## src/rtl/hdmi_rx_window_capture.sv

```systemverilog
// HDMI receive window capture: writes a configurable rectangle of each decoded
// frame to the capture FIFO, single-shot or continuous, with sticky error flags.
module hdmi_rx_window_capture #(
    parameter int PIXEL_WIDTH  = 8,
    parameter int CHANNELS     = 3,
    parameter int CNT_WIDTH    = 12,
    parameter bit VSYNC_ACTIVE = 1'b1
) (
    input  logic                            i_clk,
    input  logic                            i_rst,
    input  logic                            i_hsync,
    input  logic                            i_vsync,
    input  logic                            i_de,
    input  logic [CHANNELS-1:0]             i_chan_vld,
    input  logic [CHANNELS-1:0]             i_chan_rdy,
    input  logic [CHANNELS*PIXEL_WIDTH-1:0] i_pixel_in,
    input  logic [CNT_WIDTH-1:0]            i_cfg_x_start,
    input  logic [CNT_WIDTH-1:0]            i_cfg_y_start,
    input  logic [CNT_WIDTH-1:0]            i_cfg_width,
    input  logic [CNT_WIDTH-1:0]            i_cfg_height,
    input  logic                            i_continuous,
    input  logic                            i_start,
    input  logic                            i_abort,
    output logic [CHANNELS*PIXEL_WIDTH-1:0] o_fifo_data,
    output logic                            o_fifo_wr_en,
    input  logic                            i_fifo_full,
    output logic                            o_busy,
    output logic                            o_done,
    output logic                            o_overflow,
    output logic                            o_link_err,
    output logic                            o_short_frame,
    output logic [15:0]                     o_frame_count,
    output logic [2:0]                      o_state
);
    localparam int CW1 = CNT_WIDTH + 1;

    typedef enum logic [2:0] {
        S_IDLE       = 3'd0,
        S_WAIT_LINK  = 3'd1,
        S_WAIT_FRAME = 3'd2,
        S_ACTIVE     = 3'd3,
        S_DONE       = 3'd4
    } state_t;

    state_t                 r_state, w_next;
    logic                   r_vsync_q, r_de_q;
    logic [CNT_WIDTH-1:0]   r_x, r_y;
    logic [CNT_WIDTH-1:0]   r_xs, r_ys, r_w, r_h;
    logic                   r_cont;

    logic                   w_link_ready, w_frame_start, w_line_end;
    logic [CW1-1:0]         w_x_end, w_y_end;
    logic                   w_in_win, w_win_done, w_wr, w_drop;
    logic                   w_set_link, w_set_short;
    logic                   w_unused_hsync;

    assign w_unused_hsync = i_hsync;

    assign w_link_ready  = (&i_chan_vld) & (&i_chan_rdy);
    assign w_frame_start = (i_vsync == VSYNC_ACTIVE) && (r_vsync_q != VSYNC_ACTIVE);
    assign w_line_end    = r_de_q && !i_de;

    // Bounds carry one extra bit so start+size never wraps.
    assign w_x_end    = {1'b0, r_xs} + {1'b0, r_w};
    assign w_y_end    = {1'b0, r_ys} + {1'b0, r_h};
    assign w_in_win   = (r_state == S_ACTIVE) && i_de &&
                        (r_x >= r_xs) && ({1'b0, r_x} < w_x_end) &&
                        (r_y >= r_ys) && ({1'b0, r_y} < w_y_end);
    assign w_win_done = w_line_end && (({1'b0, r_y} + CW1'(1)) == w_y_end);

    // Abort and link loss both suppress the write sampled in the same cycle.
    assign w_wr   = w_in_win && !i_abort && w_link_ready && !i_fifo_full;
    assign w_drop = w_in_win && !i_abort && w_link_ready &&  i_fifo_full;

    always_comb begin
        w_next      = r_state;
        w_set_link  = 1'b0;
        w_set_short = 1'b0;
        if (i_abort) begin
            w_next = S_IDLE;
        end else begin
            case (r_state)
                S_IDLE:      if (i_start) w_next = S_WAIT_LINK;
                S_WAIT_LINK: if (w_link_ready) w_next = S_WAIT_FRAME;
                S_WAIT_FRAME: begin
                    if (!w_link_ready) begin
                        w_next     = S_WAIT_LINK;
                        w_set_link = 1'b1;
                    end else if (w_frame_start) begin
                        w_next = (r_w == '0 || r_h == '0) ? S_DONE : S_ACTIVE;
                    end
                end
                S_ACTIVE: begin
                    if (!w_link_ready) begin
                        w_next     = S_WAIT_LINK;
                        w_set_link = 1'b1;
                    end else if (w_frame_start) begin
                        w_next      = S_DONE;
                        w_set_short = 1'b1;
                    end else if (w_win_done) begin
                        w_next = S_DONE;
                    end
                end
                S_DONE:  w_next = r_cont ? S_WAIT_FRAME : S_IDLE;
                default: w_next = S_IDLE;
            endcase
        end
    end

    always_ff @(posedge i_clk) begin
        if (i_rst) begin
            r_state       <= S_IDLE;
            r_vsync_q     <= 1'b0;
            r_de_q        <= 1'b0;
            r_x           <= '0;
            r_y           <= '0;
            r_xs          <= '0;
            r_ys          <= '0;
            r_w           <= '0;
            r_h           <= '0;
            r_cont        <= 1'b0;
            o_fifo_data   <= '0;
            o_fifo_wr_en  <= 1'b0;
            o_done        <= 1'b0;
            o_overflow    <= 1'b0;
            o_link_err    <= 1'b0;
            o_short_frame <= 1'b0;
            o_frame_count <= '0;
        end else begin
            r_state      <= w_next;
            r_vsync_q    <= i_vsync;
            r_de_q       <= i_de;
            o_fifo_wr_en <= w_wr;
            o_done       <= 1'b0;
            if (w_wr) o_fifo_data <= i_pixel_in;

            if (r_state == S_IDLE && i_start && !i_abort) begin
                r_xs          <= i_cfg_x_start;
                r_ys          <= i_cfg_y_start;
                r_w           <= i_cfg_width;
                r_h           <= i_cfg_height;
                r_cont        <= i_continuous;
                o_overflow    <= 1'b0;
                o_link_err    <= 1'b0;
                o_short_frame <= 1'b0;
                o_frame_count <= '0;
            end
            if (w_drop)      o_overflow    <= 1'b1;
            if (w_set_link)  o_link_err    <= 1'b1;
            if (w_set_short) o_short_frame <= 1'b1;
            if (r_state == S_DONE && !i_abort) begin
                o_done        <= 1'b1;
                o_frame_count <= o_frame_count + 16'd1;
            end

            if (r_state == S_WAIT_FRAME && w_next == S_ACTIVE) begin
                r_x <= '0;
                r_y <= '0;
            end else if (r_state == S_ACTIVE) begin
                if (w_line_end) begin
                    r_x <= '0;
                    r_y <= r_y + CNT_WIDTH'(1);
                end else if (i_de && r_x != '1) begin
                    r_x <= r_x + CNT_WIDTH'(1);
                end
            end
        end
    end

    assign o_busy  = (r_state != S_IDLE);
    assign o_state = r_state;

endmodule

```

## config.mk

```make
export PLATFORM = sky130hd
export DESIGN_NAME = hdmi_rx_window_capture
export DESIGN_NICKNAME = d
export VERILOG_FILES = /design/src/rtl/hdmi_rx_window_capture.sv
export SDC_FILE = /design/constraint.sdc
export NUM_CORES = 1
export LEC_CHECK = 0
export BUFFER_PORTS_ARGS = -buffer_cell sky130_fd_sc_hd__buf_2
export CORE_MARGIN = 8
export CORE_UTILIZATION = 35
export CTS_CLUSTER_SIZE = 12
export DETAILED_ROUTE_END_ITERATION = 16
export REMOVE_ABC_BUFFERS = 1
export SYNTH_ARGS = -nofsm -noshare
export SYNTH_HDL_FRONTEND = slang
export SYNTH_SLANG_ARGS = --single-unit
export TNS_END_PERCENT = 1
```

## constraint.sdc

```tcl
create_clock -name i_clk -period 5.7 [get_ports i_clk]
set_clock_uncertainty 0.2 [all_clocks]
set_input_delay 0.285 -clock i_clk [delete_from_list [all_inputs] [get_ports i_clk]]
set_output_delay 0.285 -clock i_clk [all_outputs]
set_load 0.005 [all_outputs]
```

==> flow_metrics.tcl <==
set metrics [dict create \
    slew_viol_final 0 \
    hp-class "input pin to flop" \
    place_area_sq_mm 0.008792 \
    syn_area_sq_mm 0.007959 \
    cts_resized 0 \
    crit_start "r_ys[0]" \
    clock-sinks 123 \
    ys_seq_elements 123 \
    gp_congestion 0.8006 \
    final_area_sq_mm 0.01019 \
    setup.worst_path.end "o_fifo_data[0]" \
    slew_headroom 0.3142 \
    dp_hpwl_microns 15620 \
    power.leakage_uw 0.004197 \
    reg2reg_to "o_fifo_data[0]" \
    critical_path.max_fanout 25 \
    cap_violations 0 \
    wl_met2_microns 10130 \
    synth_cells 971 \
    die_h_microns 166.8 \
    hold_violations 0 \
    worstSetupEndpointType "flop" \
    required_ps 5760 \
    die-area_sq_mm 0.02782 \
    cts_made_buffers 17 \
    tns_ps 0 \
    coreArea_sq_mm 0.02250 \
    reg2reg_depth 16 \
    h-tree-depth 4 \
    first_iter_violations 356 \
    synth_enable_flop_cells 0 \
    grt_pass1_vias 7269 \
    worstPathArrival_ps 5210 \
    yosys_warnings 0 \
    via_per_inst 5.154 \
    vdd_drop_max_mv 0.1915 \
    grt_use_total 0.1574 \
    rsz0062_at_grt "no" \
    drc_errors 0 \
    r2r-start "r_ys[0]" \
    gr-total-overflow 0 \
    met1Wirelength_microns 10710 \
    regToRegSetupSlack_ps 550 \
    grt_pass1_wl_microns 36850 \
    rows 55 \
    diodes 0 \
    detail-route-antenna-nets 0 \
    clk_pin_slew_ps 60 \
    wirelength_microns 22150 \
    status "completed" \
    drive_gt1_frac 0.1810 \
    top_layer "met4" \
    initial_core_util 0.3537 \
    syn_area_per_cell_sq_um 8.197 \
    clockBufferDepth 2 \
    synth.distinct_cells 85 \
    grt_antenna_before_repair 0 \
    crit_type "flop to flop" \
    ys.flop_type "dfxtp_1" \
    final_nets 1316 \
    synth_top_area_frac 0.3094 \
    yosysTopAreaCell "dfxtp_1" \
    crit_path_start_kind "flop" \
    grt_max_degree 65 \
    fin_crit_sh 0.9038 \
    routedWlPerCell_microns 15.27 \
    drt_pass1_iterations 5 \
    root_buffer "clkbuf_16" \
    fillerInstances 2196 \
    clk_latency_ps 410 \
    cts_tree "built" \
    final_util 0.4530 \
    setup-violations-final 0 \
    fmax_mhz 194.1 \
    io_pins 136 \
    synthArstFlopShare 0 \
    period_needed_ps 5152 \
    port_buffers 134 \
    synthToLayoutAreaGrowth_pct 28.08 \
    yosysSeqAreaShare 0.3094 \
    vias 7479 \
    synth.area.top_cells "dfxtp_1 (31%), ha_1 (12%), a21oi_1 (7.1%), nand2_1 (6.6%), xnor2_1 (3.7%)" \
    p_per_area_mw_per_mm2 235.7 \
    worst_pin_slew_ps 1029 \
    met3_length_microns 1065 \
    die_x_microns 166.8 \
]
==> timing repair <==
item,in CTS,in global routing
hold buffers,75,0
endpoints found under the hold margin,75,0
buffers inserted,0,0
setup endpoints to repair,0,0
==> state kept, by name, summed over array words and instances, names as in the netlist, 3 cells and up <==
register / count
r_xs: 12
r_x: 12
r_y: 12
o_frame_count: 16
o_fifo_data: 24
o_state: 3
r_ys: 12
r_h: 12
r_w: 12
==> layer usage <==
layer,vias to the layer above,GRT usage
met5,-,0
met1,3476,0.2020
li1,3832,-
met2,149,0.2579
met4,0,0.03721
met3,22,0.04374
==> where the power goes <==
part           total [uW]  switching, uW  leakage (uW)  internal, uW
registers             895           17.1      0.000996           878
logic                 328            179       0.00288           150
clock network        1180            407      0.000319           773
total                2400            603       0.00420          1800
==> stage by stage <==
| stage | instances | worst slack (ps) | hold WS (ps) | total power [uW] |
|---|---|---|---|---|
| 4_1_cts | 1451 | 632.3 | 88.48 | 2427 |
| 3_3_place_gp | 1344 | 712.2 | 241.9 | 1198 |
| 5_1_grt | 1451 | 213.4 | 111.8 | 2507 |
| 2_1_floorplan | 919 | 786.7 | 154.1 | 1091 |
| 3_5_place_dp | 1344 | 673.2 | 249.1 | 1202 |
| 6_report | 1451 | 548.4 | 96.04 | 2403 |
==> Yosys cell counts, drive strengths merged (3+ instances only) <==
library cell / number
or3: 5
nor2: 72
a22oi: 3
xnor3: 4
nor2b: 6
nand3: 34
and3: 5
mux2i: 4
xnor2: 34
nand2b: 10
a211oi: 11
or2: 9
dfxtp: 123
inv: 44
a2111oi: 5
nand2: 140
o21ai: 24
nor4: 10
a21o: 16
nand4: 3
buf: 11
nor3: 29
a21oi: 115
o211a: 3
or4: 3
xor2: 17
a31oi: 5
o31ai: 30
nor3b: 4
nand4b: 24
o21bai: 3
clkbuf: 40
o21a: 12
ha: 74
==> critical path, cell delays in order, from the launching register on <==
cell	delay (ps)
dfxtp_1	360
ha_1	200
inv_1	60
fa_1	390
and2b_2	270
o2111ai_2	160
a21oi_4	290
and4_2	270
nor3_2	60
ha_1	190
or4_1	520
a21oi_1	140
o21ai_1	80
o211a_1	280
or4_1	990
o31ai_1	430
a21oi_1	110
==> how the worst min path moves through the flow <==
stage | end | slack (ps) | startpoint | cells after the start
2_1_floorplan | o_fifo_data[0] | 150 | i_rst | 1
3_5_place_dp | o_overflow | 250 | o_overflow | 2
3_3_place_gp | o_overflow | 240 | o_overflow | 2
5_1_grt | o_state[2] | 110 | i_abort | 4
4_1_cts | o_state[2] | 90 | i_abort | 4
6_report | o_short_frame | 100 | i_rst | 2
==> final cells by class <==
cell class | instances | area, sq um | share of cell area
Sequential cell | 123 | 2462 | 0.2416
Multi-Input combinational cell | 752 | 5090 | 0.4993
Clock inverter | 8 | 128.9 | 0.01264
Timing Repair Buffer | 215 | 1469 | 0.1441
Clock buffer | 24 | 521.8 | 0.05118
Inverter | 44 | 165.2 | 0.01620
Tap cell | 285 | 356.6 | 0.03498
==> cells in the final DEF, fill, tap and decap left out, drive strengths merged, types with 3 or more instances in the layout <==
| master | n |
|---|---|
| nor3 | 29 |
| mux2i | 4 |
| nand4 | 3 |
| a21oi | 115 |
| xnor2 | 34 |
| xor2 | 17 |
| nand3 | 34 |
| nor2b | 6 |
| a22oi | 3 |
| ha | 74 |
| bufinv | 3 |
| or3 | 5 |
| clkbuf | 24 |
| nor2 | 72 |
| clkinv | 3 |
| nand4b | 24 |
| inv | 45 |
| or4 | 3 |
| o21bai | 3 |
| a31oi | 5 |
| o31ai | 30 |
| dlygate4sd3 | 75 |
| and3 | 5 |
| a21o | 16 |
| nand2 | 140 |
| or2 | 9 |
| nor4 | 10 |
| nand2b | 10 |
| o21a | 12 |
| dfxtp | 123 |
| nor3b | 4 |
| o21ai | 24 |
| buf | 140 |
| a211oi | 11 |
| o211a | 3 |
| a2111oi | 5 |
| xnor3 | 4 |
==> logic make-up after synthesis <==
| kind of cell | Yosys count | synth area share |
|---|---|---|
| flip-flops | 123 | 0.3094 |
| multiplexers | 6 | 0.007860 |
| buffers and inverters | 96 | 0.05282 |
| XOR/XNOR | 55 | 0.06776 |
| AO/OA/AOI/OAI | 249 | 0.2116 |
| adder cells (fa/ha/maj) | 76 | 0.1214 |
| AND/OR/NAND/NOR | 366 | 0.2292 |
(Power assumes the default switching activity.)
